===== config.mk =====
export PLATFORM = sky130hd
export DESIGN_NAME = bit_stuff_flat
export DESIGN_NICKNAME = d
export VERILOG_FILES = /design/src/rtl/bit_stuff_if.sv /design/src/rtl/bit_stuff.sv /design/src/flat_wrapper.sv
export SDC_FILE = /design/constraint.sdc
export NUM_CORES = 1
export LEC_CHECK = 0
export CORE_MARGIN = 2
export CORE_UTILIZATION = 52
export CTS_CLUSTER_SIZE = 40
export DETAILED_ROUTE_END_ITERATION = 16
export PLACE_DENSITY = 0.78
export SLEW_MARGIN = 10
export SYNTH_ARGS = -nofsm -noshare
export SYNTH_HDL_FRONTEND = slang
export SYNTH_SLANG_ARGS = --single-unit

===== constraint.sdc =====
create_clock -name clk -period 2.7 [get_ports clk]
set_input_delay 0.81 -clock clk [delete_from_list [all_inputs] [get_ports clk]]
set_output_delay 0.81 -clock clk [all_outputs]
set_load 0.01 [all_outputs]

===== src/rtl/bit_stuff_if.sv =====
// Serial bit-stream link between the packet encoder, the bit stuffer and the NRZI stage.
// The master side is the encoder/NRZI environment; the slave side is the stuffer itself.
interface bit_stuff_if;
    logic       bstr_in;
    logic       bstr_in_ready;
    logic       stall;
    logic       bstr_out;
    logic       bstr_out_ready;
    logic [7:0] stuff_cnt;

    modport master (
        output bstr_in,
        output bstr_in_ready,
        input  stall,
        input  bstr_out,
        input  bstr_out_ready,
        input  stuff_cnt
    );

    modport slave (
        input  bstr_in,
        input  bstr_in_ready,
        output stall,
        output bstr_out,
        output bstr_out_ready,
        output stuff_cnt
    );
endinterface


===== src/rtl/bit_stuff.sv =====
// USB-style bit stuffer: inserts a 0 after every run of six accepted 1s, with a
// one-cycle registered output and a registered stall while the zero is inserted.
module bit_stuff (
    input  logic        clk,
    input  logic        rst,
    bit_stuff_if.slave  bs
);

    typedef enum logic {
        ST_PASS,
        ST_STUFF
    } state_t;

    state_t      state, state_nx;
    logic [2:0]  ones, ones_nx;
    logic        prev_rdy;
    logic        data_p1, data_nx;
    logic        vld_p1, vld_nx;
    logic [7:0]  cnt, cnt_nx;

    function automatic logic [7:0] sat_inc(input logic [7:0] v);
        return (v == 8'hFF) ? v : v + 8'd1;
    endfunction

    always_ff @(posedge clk or posedge rst) begin
        if (rst) begin
            state    <= ST_PASS;
            ones     <= 3'd0;
            prev_rdy <= 1'b0;
            data_p1  <= 1'b0;
            vld_p1   <= 1'b0;
            cnt      <= 8'd0;
        end else begin
            state    <= state_nx;
            ones     <= ones_nx;
            prev_rdy <= bs.bstr_in_ready;
            data_p1  <= data_nx;
            vld_p1   <= vld_nx;
            cnt      <= cnt_nx;
        end
    end

    always_comb begin
        state_nx = state;
        ones_nx  = ones;
        data_nx  = 1'b0;
        vld_nx   = 1'b0;
        cnt_nx   = cnt;

        // The stuffed zero is emitted regardless of bstr_in_ready, so a packet
        // ending on a sixth 1 still gets its trailing zero.
        if (state == ST_STUFF) begin
            data_nx  = 1'b0;
            vld_nx   = 1'b1;
            ones_nx  = 3'd0;
            cnt_nx   = sat_inc(cnt);
            state_nx = ST_PASS;
        end else if (bs.bstr_in_ready) begin
            data_nx = bs.bstr_in;
            vld_nx  = 1'b1;
            if (!prev_rdy) begin
                cnt_nx = 8'd0;
            end
            if (bs.bstr_in) begin
                ones_nx = ones + 3'd1;
                if (ones == 3'd5) begin
                    state_nx = ST_STUFF;
                end
            end else begin
                ones_nx = 3'd0;
            end
        end else begin
            ones_nx = 3'd0;
        end
    end

    assign bs.stall          = (state == ST_STUFF);
    assign bs.bstr_out       = data_p1;
    assign bs.bstr_out_ready = vld_p1;
    assign bs.stuff_cnt      = cnt;

endmodule


===== src/flat_wrapper.sv =====
// flat-port wrapper written by rule: the top's interface ports become plain ports
module bit_stuff_flat 
  (clk, rst, bs_bstr_in, bs_bstr_in_ready, bs_stall, bs_bstr_out, bs_bstr_out_ready, bs_stuff_cnt);
  bit_stuff_if bs_i ();
  input  logic clk;
  input  logic rst;
  input wire logic [$bits(bs_i.bstr_in)-1:0] bs_bstr_in;
  input wire logic [$bits(bs_i.bstr_in_ready)-1:0] bs_bstr_in_ready;
  output wire logic [$bits(bs_i.stall)-1:0] bs_stall;
  output wire logic [$bits(bs_i.bstr_out)-1:0] bs_bstr_out;
  output wire logic [$bits(bs_i.bstr_out_ready)-1:0] bs_bstr_out_ready;
  output wire logic [$bits(bs_i.stuff_cnt)-1:0] bs_stuff_cnt;
  assign bs_i.bstr_in = bs_bstr_in;
  assign bs_i.bstr_in_ready = bs_bstr_in_ready;
  assign bs_stall = bs_i.stall;
  assign bs_bstr_out = bs_i.bstr_out;
  assign bs_bstr_out_ready = bs_i.bstr_out_ready;
  assign bs_stuff_cnt = bs_i.stuff_cnt;
  bit_stuff u_core (.clk(clk), .rst(rst), .bs(bs_i));
endmodule

==> impl_metrics.yaml <==
clock_tree:
  cts-root-buf: "clkbuf_4"
  cts_tree: "built"
  post_cts_buffers: 0
  cts_sinks: 15
  cts_made_buffers: 3
  clock_latency_ns: 0.28
  cts_buffer_depth: 2
  clk_pin_slew_ns: 0.08
  htreeDepth: 1
  ctsHoldBuffers: 0
  ctsResizeCount: 0
placed_design:
  gp_congestion: 0.697
  numPortBuffers: 14
  placed_cells: 98
  placed_area_um2: 905
  dp_hpwl_um: 995
die:
  die_h_um: 42.3
  die-area_mm2: 0.00179
  pin_count: 15
  die_w_um: 42.3
  core_mm2: 0.00133
  start_util: 0.573
  num_rows: 13
finish:
  stdcell_count: 102
  antenna_cells: 0
  postLayoutCellArea_um2: 931
  n_fill_cell: 116
  final_layout_size_suffix_gt1_frac: 0.149
  fin_nets: 95
  area_growth_pct: 21.8
  multi_input_area_um2: 344
  ff_latch_area_um2: 375
route:
  wire_per_inst_um: 13.3
  viasPerCell: 5.59
  via_count: 570
  drc: 0
  ant_nets: 0
  first_pass_iters: 4
  drt-total-wl_um: 1360
  drt_iter0_markers: 6
logic_synthesis:
  async_reset_ff_frac: 1.00
  yosys.area_share.simple: 0.190
  synthMuxAreaShare: 0.0131
  synth-compound-area-share: 0.187
  synth-edff-count: 0
  synth_top_family_by_area: "simple AND/OR/NAND/NOR gates"
  netlist_instances: 71
  synth_nets: 78
  yosysSeqAreaShare: 0.491
  yosys.area_share.xor_xnor: 0.0115
  synth.distinct_cells: 35
  yosysWarnings: 0
  syn_avg_cell_area_um2: 10.8
  synthAdderAreaFrac: 0.0491
  synth_top_flop_cell: "dfrtp_1"
  syn_area_um2: 764
  ys_ff_latch: 15
sta:
  finalCritPeriodShare: 0.841
  hold_viol: 0
  fmax_mhz: 441
  slew_viol_final: 0
  finClkSkew_ns: 0.00162
  relSlewSlack: 0.629
  worst_pin_slew_ns: 0.555
  min_period_ns: 2.27
  tns_ns: 0
  rsz0062_at_grt: "no"
  setup_viol: 0
global_routing:
  grt_pass1_vias: 506
  grt_max_degree: 16
  grt_util_all_layers: 0.174
  antenna_found_initial: 0
  gr-total-overflow: 0
  grt_pass1_wl_um: 2330
worst_hold_path:
  hold_path_class: "reg2reg"
  hold_path_startpoint: "u_core.ones[0]"
power:
  power.total_uw: 394
  vdd_ir_drop_max_mv: 0.296
  leakage_nw: 0.461
  p_per_area_mw_per_mm2: 424
setup_path:
  path_class: "reg2out"
  path_cells: "clkdlybuf4s50_1"
  path_buf_inv: 1
  cp.arrival_ns: 1.46
  worstSetupStartpointType: "register"
  cp-end-kind: "output port"
  cp_top_family: "buffers and inverters"
  timing.rr.start: "u_core.bs.stuff_cnt[0]"
  worstPathMaxFanout: 14
  worstSetupStartpoint: "u_core.bs.stall"
  required_ns: 1.89
  critPathSlowestCell: "clkdlybuf4s50_1"
  critPathMaxStageDelay_ns: 0.61
job:
  maxCapViolCount: 0
status:
  status: "finished clean"
==> layout by cell type (no fill, tap or decap), types with 2 or more instances in the layout <==
cell / count
nand4_1: 2
nand2_1: 6
o211ai_1: 2
and4_1: 2
dfrtp_1: 15
nand3_1: 2
nor2_1: 5
inv_1: 7
ha_1: 3
clkbuf_4: 3
clkdlybuf4s50_1: 14
a21oi_1: 2
==> registers in the layout (all words and copies together), names as in the netlist <==
register and flops:
u_core.bs.stuff_cnt 8, u_core.prev_rdy 1, u_core.bs.bstr_out 1, u_core.ones 3, u_core.bs.bstr_out_ready 1, u_core.bs.stall 1
==> power breakdown <==
group          leakage [nW]  internal (mW)  switching (mW)
logic                 0.244         0.0173          0.0156
registers             0.202          0.231         0.00620
clock network        0.0150         0.0574          0.0672
total                 0.461          0.305          0.0891
==> synthesized netlist by cell type (all sizes together), types with 3 or more instances <==
library cell / number / area (um^2)
and4: 3 / 27.5
dfrtp: 15 / 375
inv: 7 / 26.3
nand2: 6 / 22.5
ha: 3 / 37.5
nor2: 5 / 18.8
a21oi: 3 / 18.8
==> through the flow <==
stage          worst slack [ns]  hold WS [ns]   util
2_1_floorplan              1.24         0.439      -
3_3_place_gp              0.660         0.455  0.678
3_5_place_dp              0.617         0.463  0.678
4_1_cts                   0.424         0.475  0.698
5_1_grt                   0.357         0.504  0.698
6_report                  0.430         0.472  0.698
==> layer usage <==
layer  wire, um  track usage  up-vias
li1           -            -      288
met4         18       0.0938        0
met1        697        0.262      266
met5          0            0        -
met3         61       0.0302        4
met2        578        0.234       12
==> path summary, 6_finish.rpt <==
kind,to,slack [ns],cells after the start
min in group asynchronous,u_core.bs.bstr_out,0.87,2
hold / removal,u_core.ones[0],0.47,1
hold reg to reg,u_core.ones[0],0.47,1
setup reg to reg,u_core.bs.stuff_cnt[6],1.16,4
max in group asynchronous,u_core.bs.stuff_cnt[1],1.47,2
setup / recovery,bs_stall,0.43,1
==> worst reg2reg max path: stages (launching register included) <==
cell	delay, ns
dfrtp_1	0.45
ha_1	0.25
and4_1	0.41
a21oi_2	0.10
a311oi_2	0.23
==> area by class of cell <==
type,instances,share of cell area
Timing Repair Buffer,14,0.151
Clock buffer,4,0.0282
Tap cell,15,0.0202
Inverter,7,0.0282
Sequential cell,15,0.403
Multi-Input combinational cell,47,0.370
==> logic make-up after synthesis <==
logic type                 Yosys count
buffers and inverters                9
AOI/OAI and AO/OA                   16
and+or+nand+nor                     26
DFF                                 15
muxes                                1
adders and majority gates            3
xor gates and xnor gates             1
No activity file was read; power rests on OpenSTA's default activity.
